===== src/rtl/fwspi_target.sv =====
// fwspi_target: SPI target running entirely in the system clock domain.
// sck, csn and sdi are synchronised, then edge-detected against delayed copies.
// Received words leave on the rx valid/ready stream. Transmit words are pulled
// from the tx valid/ready stream. When no tx word is offered, an all-ones filler
// word is sent instead.
// Optional feature macro: FWSPI_TARGET_MODE_SEL_EN adds the cpol/cpha inputs,
// giving runtime selection of SPI modes 0-3. Without it the block is fixed to
// mode 0.
module fwspi_target #(
  parameter int DAT_WIDTH   = 8,
  parameter int SYNC_STAGES = 2
) (
  input  logic                 clock,
  input  logic                 reset,
  input  logic                 sck,
  input  logic                 csn,
  input  logic                 sdi,
`ifdef FWSPI_TARGET_MODE_SEL_EN
  input  logic                 cpol,
  input  logic                 cpha,
`endif
  output logic                 sdo,
  output logic                 sdo_en,
  output logic [DAT_WIDTH-1:0] rx_dat,
  output logic                 rx_valid,
  input  logic                 rx_ready,
  input  logic [DAT_WIDTH-1:0] tx_dat,
  input  logic                 tx_valid,
  output logic                 tx_ready,
  output logic                 rx_overflow,
  output logic                 tx_underrun
);

  localparam int CNT_W = (DAT_WIDTH > 1) ? $clog2(DAT_WIDTH) : 1;
  localparam logic [CNT_W-1:0] LAST_BIT = CNT_W'(DAT_WIDTH - 1);

  typedef enum logic {IDLE, SHIFT} state_t;

  state_t                 state_q, state_d;
  logic [SYNC_STAGES-1:0] sck_sync_q, sck_sync_d;
  logic [SYNC_STAGES-1:0] csn_sync_q, csn_sync_d;
  logic [SYNC_STAGES-1:0] sdi_sync_q, sdi_sync_d;
  logic                   sck_d1_q, sck_d1_d, sck_d2_q, sck_d2_d;
  logic                   csn_d1_q, csn_d1_d, csn_d2_q, csn_d2_d;
  logic                   sdi_d1_q, sdi_d1_d;
  logic [CNT_W-1:0]       bit_cnt_q, bit_cnt_d;
  logic [DAT_WIDTH-1:0]   rx_shift_q, rx_shift_d;
  logic [DAT_WIDTH-1:0]   tx_shift_q, tx_shift_d;
  logic [DAT_WIDTH-1:0]   rx_dat_q, rx_dat_d;
  logic                   rx_valid_q, rx_valid_d;
  logic                   tx_ready_q, tx_ready_d;
  logic                   rx_overflow_q, rx_overflow_d;
  logic                   tx_underrun_q, tx_underrun_d;
  logic                   sdo_q, sdo_d, sdo_en_q, sdo_en_d;
`ifdef FWSPI_TARGET_MODE_SEL_EN
  logic                   cpol_q, cpol_d, cpha_q, cpha_d;
`endif

  logic sck_rise, sck_fall, csn_fall, csn_rise;
  logic sample_edge, shift_edge, load_at_sel;
  logic do_load, word_done;

  // Next-state logic: synchronisers, edge detection, frame FSM, tx load and rx handoff
  always_comb begin
    sck_sync_d    = {sck_sync_q[SYNC_STAGES-2:0], sck};
    csn_sync_d    = {csn_sync_q[SYNC_STAGES-2:0], csn};
    sdi_sync_d    = {sdi_sync_q[SYNC_STAGES-2:0], sdi};
    sck_d1_d      = sck_sync_q[SYNC_STAGES-1];
    csn_d1_d      = csn_sync_q[SYNC_STAGES-1];
    sdi_d1_d      = sdi_sync_q[SYNC_STAGES-1];
    sck_d2_d      = sck_d1_q;
    csn_d2_d      = csn_d1_q;

    sck_rise      = sck_d1_q & ~sck_d2_q;
    sck_fall      = ~sck_d1_q & sck_d2_q;
    csn_fall      = ~csn_d1_q & csn_d2_q;
    csn_rise      = csn_d1_q & ~csn_d2_q;

`ifdef FWSPI_TARGET_MODE_SEL_EN
    // Mode is frozen for the duration of a frame.
    cpol_d        = csn_sync_q[SYNC_STAGES-1] ? cpol : cpol_q;
    cpha_d        = csn_sync_q[SYNC_STAGES-1] ? cpha : cpha_q;
    // Leading edge leaves the idle level. cpha selects which edge samples.
    sample_edge   = cpha_q ? (cpol_q ? sck_rise : sck_fall) : (cpol_q ? sck_fall : sck_rise);
    shift_edge    = cpha_q ? (cpol_q ? sck_fall : sck_rise) : (cpol_q ? sck_rise : sck_fall);
    load_at_sel   = ~cpha_q;
`else
    sample_edge   = sck_rise;
    shift_edge    = sck_fall;
    load_at_sel   = 1'b1;
`endif

    state_d       = state_q;
    bit_cnt_d     = bit_cnt_q;
    rx_shift_d    = rx_shift_q;
    tx_shift_d    = tx_shift_q;
    rx_dat_d      = rx_dat_q;
    rx_valid_d    = rx_valid_q;
    tx_ready_d    = 1'b0;
    rx_overflow_d = 1'b0;
    tx_underrun_d = 1'b0;
    do_load       = 1'b0;
    word_done     = 1'b0;

    case (state_q)
      IDLE: begin
        if (csn_fall) begin
          state_d   = SHIFT;
          bit_cnt_d = '0;
          do_load   = load_at_sel;
        end
      end
      SHIFT: begin
        if (sample_edge) begin
          rx_shift_d = {rx_shift_q[DAT_WIDTH-2:0], sdi_d1_q};
          if (bit_cnt_q == LAST_BIT) begin
            bit_cnt_d = '0;
            word_done = 1'b1;
          end else begin
            bit_cnt_d = bit_cnt_q + CNT_W'(1);
          end
        end
        // Deselect wins over a coincident shift/load edge, but a word completed
        // on the same cycle is still delivered.
        if (csn_rise) begin
          state_d   = IDLE;
          bit_cnt_d = '0;
        end else if (shift_edge) begin
          if (bit_cnt_q == '0) begin
            do_load = 1'b1;
          end else begin
            tx_shift_d = tx_shift_q << 1;
          end
        end
      end
      default: state_d = IDLE;
    endcase

    if (do_load) begin
      if (tx_valid) begin
        tx_shift_d = tx_dat;
        tx_ready_d = 1'b1;
      end else begin
        tx_shift_d    = '1;
        tx_underrun_d = 1'b1;
      end
    end

    if (word_done) begin
      if (!rx_valid_q || rx_ready) begin
        rx_dat_d   = rx_shift_d;
        rx_valid_d = 1'b1;
      end else begin
        rx_overflow_d = 1'b1;
      end
    end else if (rx_valid_q && rx_ready) begin
      rx_valid_d = 1'b0;
    end

    sdo_en_d = (state_d == SHIFT);
    sdo_d    = (state_d == SHIFT) & tx_shift_d[DAT_WIDTH-1];
  end

  // State and output registers. The csn chain resets to "selected", so csn held
  // low through reset does not look like a fresh falling edge.
  always_ff @(posedge clock) begin
    if (reset) begin
      state_q       <= IDLE;
      sck_sync_q    <= '0;
      csn_sync_q    <= '0;
      sdi_sync_q    <= '0;
      sck_d1_q      <= 1'b0;
      sck_d2_q      <= 1'b0;
      csn_d1_q      <= 1'b0;
      csn_d2_q      <= 1'b0;
      sdi_d1_q      <= 1'b0;
      bit_cnt_q     <= '0;
      rx_shift_q    <= '0;
      tx_shift_q    <= '0;
      rx_dat_q      <= '0;
      rx_valid_q    <= 1'b0;
      tx_ready_q    <= 1'b0;
      rx_overflow_q <= 1'b0;
      tx_underrun_q <= 1'b0;
      sdo_q         <= 1'b0;
      sdo_en_q      <= 1'b0;
`ifdef FWSPI_TARGET_MODE_SEL_EN
      cpol_q        <= 1'b0;
      cpha_q        <= 1'b0;
`endif
    end else begin
      state_q       <= state_d;
      sck_sync_q    <= sck_sync_d;
      csn_sync_q    <= csn_sync_d;
      sdi_sync_q    <= sdi_sync_d;
      sck_d1_q      <= sck_d1_d;
      sck_d2_q      <= sck_d2_d;
      csn_d1_q      <= csn_d1_d;
      csn_d2_q      <= csn_d2_d;
      sdi_d1_q      <= sdi_d1_d;
      bit_cnt_q     <= bit_cnt_d;
      rx_shift_q    <= rx_shift_d;
      tx_shift_q    <= tx_shift_d;
      rx_dat_q      <= rx_dat_d;
      rx_valid_q    <= rx_valid_d;
      tx_ready_q    <= tx_ready_d;
      rx_overflow_q <= rx_overflow_d;
      tx_underrun_q <= tx_underrun_d;
      sdo_q         <= sdo_d;
      sdo_en_q      <= sdo_en_d;
`ifdef FWSPI_TARGET_MODE_SEL_EN
      cpol_q        <= cpol_d;
      cpha_q        <= cpha_d;
`endif
    end
  end

  assign sdo         = sdo_q;
  assign sdo_en      = sdo_en_q;
  assign rx_dat      = rx_dat_q;
  assign rx_valid    = rx_valid_q;
  assign tx_ready    = tx_ready_q;
  assign rx_overflow = rx_overflow_q;
  assign tx_underrun = tx_underrun_q;

endmodule

===== config.mk =====
export PLATFORM = sky130hd
export DESIGN_NAME = fwspi_target
export DESIGN_NICKNAME = d
export VERILOG_FILES = /design/src/rtl/fwspi_target.sv
export SDC_FILE = /design/constraint.sdc
export NUM_CORES = 1
export LEC_CHECK = 0
export BUFFER_PORTS_ARGS = -buffer_cell sky130_fd_sc_hd__buf_2
export CORE_ASPECT_RATIO = 0.5
export CORE_MARGIN = 4
export CORE_UTILIZATION = 56
export CTS_CLUSTER_SIZE = 30
export DETAILED_ROUTE_END_ITERATION = 8
export PLACE_DENSITY = 0.8
export SETUP_SLACK_MARGIN = 0.05
export SKIP_CTS_REPAIR_TIMING = 1
export SYNTH_ARGS = -nofsm -noshare
export SYNTH_HDL_FRONTEND = slang
export SYNTH_SLANG_ARGS = --single-unit

===== constraint.sdc =====
create_clock -name clock -period 3.9 [get_ports clock]
set_input_delay 0.39 -clock clock [delete_from_list [all_inputs] [get_ports clock]]
set_output_delay 0.39 -clock clock [all_outputs]
set_load 0.01 [all_outputs]

After elaboration in Yosys (flattened, before gate mapping) --
Index checks and enable logic that the tools add are counted.
Storage, ports and cells: register bits 44, input bits 15, output and inout port bits 14, word-level logic and storage cells 80
Operators by class: add/sub/neg operators 1, eq/ne operators 6, multiplexer cells 29, bitwise logic cells 12, reduce and logical (&&, ||, !) cells 13
Operators by type and width (number):
- $mux W8 | 8
- $mux W1 | 14
- $mux W3 | 4
- $not A1 Y1 | 7
- $pmux W3 S2 | 1
- $reduce_and A2 Y1 | 3
- $reduce_bool A2 Y1 | 3
- $and A1 B1 Y1 | 5
- $ne A2 B1 Y1 const B | 2
- $ne A2 B2 Y1 const B | 2
- $pmux W1 S2 | 2
- $reduce_and A4 Y1 | 1
- $reduce_or A2 Y1 | 2
- $add A3 B1 Y3 const B | 1
- $eq A3 B3 Y1 const B | 1
- $logic_not A3 Y1 | 1
- $ne A3 B1 Y1 const B | 1
- $logic_and A1 B1 Y1 | 1
- $logic_not A1 Y1 | 1
- $logic_or A1 B1 Y1 | 1

Longest topological paths before layout --
depth after elaboration 7, gate-level depth with buffers 8, gate-level depth less buffers 6

Least setup slack after synthesis --
OpenSTA, ideal clock, no wires.
kind reg2reg, start reg bit_cnt_q[0], end reg tx_shift_q[1], setup time 91 ps, arrival 1440 ps, data required time 3809 ps, path slack 2369 ps, stages on the path, launching flop included 7, path buffers 0, clock period less this slack 1531 ps, cells stage by stage dfxtp_1 > inv_1 > ha_1 > nor2b_1 > nor3_1 > nand2_1 > a311oi_1
Between the ends: longest elaborated chain between the ends 7, elaborated cells on any way between the ends 11, those cells by class eq/ne (2); mux (5); reduce/logical (4)
Ends and longest elaborated chain:
- from (decl) | RTL line 46 | logic [CNT_W-1:0] bit_cnt_q, bit_cnt_d;
- from (signal assigned) | RTL line 201 | bit_cnt_q <= bit_cnt_d;
- $logic_not A3 Y1 * | RTL line 129 | if (bit_cnt_q == '0) begin
- $mux W1 | RTL line 129
- $mux W1 | RTL line 128 | end else if (shift_edge) begin
- $mux W1 | RTL line 125 | if (csn_rise) begin
- $pmux W1 S2 | RTL line 105 | case (state_q)
- $ne A2 B2 Y1 (no line) (tied with other cells)
- $reduce_and A4 Y1 (no line)
- to (signal assigned) | RTL line 203 | tx_shift_q <= tx_shift_d;
- to (decl) | RTL line 48 | logic [DAT_WIDTH-1:0] tx_shift_q, tx_shift_d;
Every way passes the cells marked *; elsewhere a longest branch is shown, timed or not. A chain may end at the register's enable or synchronous reset.

==> flow_summary_export.csv <==
group,metric,value,unit
status,outcome,"completed",
sta,finClkSkew,0.00545,ns
critical_path,cp_max_fo,16,
global_route,overflow,0,
clock_network,htreeDepth,2,
logic_synthesis,synth_cells,171,
logic_synthesis,synth_top_area_frac,0.529,
critical_path,critical_path.startpoint_type,"flop",
clock_network,clk_path_buf_depth,2,
critical_path,worst-setup-path-type,"reg2reg",
clock_network,clock_sinks,44,
sta,hold_viol_final,0,
detailed_routing,vias,1216,
die,die_y,46.6,um
min_path,hold_depth,2,
cells_and_area,flow.area_growth_from_synthesis,13.1,%
clock_network,cts_inserted_buffers,5,
critical_path,required,4.10,ns
die,core,2720,um^2
logic_synthesis,synthDistinctLibCells,33,
cells_and_area,drive_gt1_frac,0.183,
critical_path,cp.arrival,2.19,ns
die,start_util,0.613,
logic_synthesis,ys_seq_area_frac,0.529,
detailed_routing,routedWlPerCell,12.1,um
sta,max_slew_margin,0.382,
detailed_routing,drc,0,
logic_synthesis,async_reset_ff_frac,0,
die,dieArea,3960,um^2
sta,finalSetupViolCount,0,
sta,final-max-slew-violation-count,0,
detailed_routing,ant_nets,0,
cells_and_area,final_cell_mix,"dfxtp_1, buf_2, nor2_1, nor2b_1, a211oi_1",
logic_synthesis,avgSynthCellArea,9.74,um^2
clock_network,cts_tree,"yes",
logic_synthesis,netlist_area,1670,um^2
clock_network,clock_latency,0.29,ns
cells_and_area,nets,215,
detailed_routing,wl,2.84,mm
clock_network,path_clk_slew,0.08,ns
detailed_routing,drt_first_pass_iters,4,
global_route,antenna_found_initial,0,
logic_synthesis,yosysTopAreaCell,"dfxtp_1",
die,fp.dieW,85.1,um
placement,hpwlAfterDp,1.99,mm
critical_path,worst_setup_path_end_kind,"flop",
cells_and_area,n_antenna_cell,0,
clock_network,cts_root_buffer,"clkbuf_8",
sta,period_share,0.511,
logic_synthesis,yosys-top-cells-area,"dfxtp_1, nor2b_1, nor2_1",
global_route,grt_pass1_vias,1106,
global_route,grt_usage,0.159,
logic_synthesis,synth_fp_nets,189,
detailed_routing,drtIter0Drc,61,
flow_run,maxCapViolations,0,
detailed_routing,viasPerCell,5.20,
global_route,grt_max_degree,42,
placement,gp_congestion,0.756,
power,power_density,397,nW/um^2
logic_synthesis,yosysWarnings,0,
die,placementRows,13,
critical_path,worst-r2r-cell-count,4,
power,p_leak,0.734,nW
sta,timing.final.ws_setup,1.91,ns
sta,worst_slew_pin_slew,0.925,ns
placement,io_buffers,28,
logic_synthesis,synthFlopType,"dfxtp_1",
placement,preCtsSetupSlack,1.90,ns
min_path,hold_path_class,"in2reg",
cells_and_area,mostFrequentLayoutCell,"dfxtp_1",
sta,tns,0,ns
sta,fin_crit,1.99,ns
logic_synthesis,synth-seq-cells,44,
logic_synthesis,synth_edf_count,0,
cells_and_area,fill_cells,228,
power,ir_drop,0.228,mV
sta,rsz0062_at_grt,"no",
global_route,grt_pass1_wl,4.81,mm
die,io_pins,29,
sta,max_freq,502,MHz
## where the power goes
group          total, mW  switching, mW  internal, mW
clock              0.261          0.139         0.122
combinational     0.0273         0.0147        0.0126
sequential         0.459        0.00366         0.456
## metal layers
layer / wire, um / GRT usage / part of all wire / vias up
li1: - / - / - / 646
met1: 1470 / 0.189 / 0.52 / 537
met2: 1170 / 0.270 / 0.41 / 28
met3: 163 / 0.0536 / 0.057 / 5
met4: 36 / 0.0662 / 0.013 / 0
met5: 0 / 0 / 0 / -
## synthesized netlist by cell type, types with 4 or more instances
| cell type | number |
|---|---|
| dfxtp_1 | 44 |
| nor2_1 | 23 |
| nor2b_1 | 14 |
| a211oi_1 | 10 |
| mux2i_1 | 8 |
| nand2_1 | 8 |
| a311oi_1 | 6 |
| o21ai_0 | 6 |
| a21oi_1 | 5 |
| nor3_1 | 5 |
| clkbuf_1 | 4 |
| nor3b_1 | 4 |
## registers in the layout (all words and copies together), names as in the netlist, 2 cells and up
register,cells
sdi_sync_q,2
rx_dat,8
rx_shift_q,8
sck_sync_q,2
bit_cnt_q,3
csn_sync_q,2
tx_shift_q,8
## logic make-up (layout without fill, tap and decap cells)
| group | count (synthesis) | count (layout) | synth area share |
|---|---|---|---|
| and+or+nand+nor | 70 | 70 | 0.225 |
| buffers and inverters | 12 | 38 | 0.0346 |
| DFF | 44 | 44 | 0.529 |
| AOI/OAI and AO/OA | 34 | 34 | 0.141 |
| muxes | 8 | 8 | 0.0481 |
| adders and majority gates | 3 | 3 | 0.0225 |
## path summary, 6_finish.rpt
check | startpoint | endpoint | slack [ns]
hold reg to reg | sdi_sync_q[1] | sdi_d1_q | 0.44
hold / removal | sck | sck_sync_q[0] | 0.31
setup reg to reg | sdo_en | rx_dat[7] | 1.91
setup / recovery | sdo_en | rx_dat[7] | 1.91
## area by class of cell
| class | count | area (um^2) | share of cell area |
|---|---|---|---|
| tap | 37 | 46.3 | 0.0246 |
| clock buffer | 6 | 72.6 | 0.0385 |
| sequential | 44 | 881 | 0.468 |
| clock inverter | 1 | 5.00 | 0.00266 |
| multi-input combinational | 115 | 727 | 0.386 |
| timing repair buffer | 28 | 140 | 0.0744 |
| inverter | 3 | 11.3 | 0.00598 |
## per-stage QoR
stage / hold slack [ns] / util / cells / power, mW / instance area, um^2
3_5_place_dp: 0.424 / 0.665 / 227 / 0.497 / 1810
2_1_floorplan: 0.414 / - / 171 / 0.486 / 1670
3_3_place_gp: 0.417 / 0.665 / 227 / 0.496 / 1810
6_report: 0.310 / 0.693 / 234 / 0.747 / 1880
5_1_grt: 0.310 / 0.693 / 234 / 0.779 / 1880
4_1_cts: 0.298 / 0.693 / 234 / 0.757 / 1880
## worst max-delay path: stages, from the launching register on
cell and delay (ns):
dfxtp_1 0.61, nand4b_1 0.22, nor2b_1 0.76, nor2_1 0.08, a211oi_1 0.24
Power figures use the tool's default switching activity.
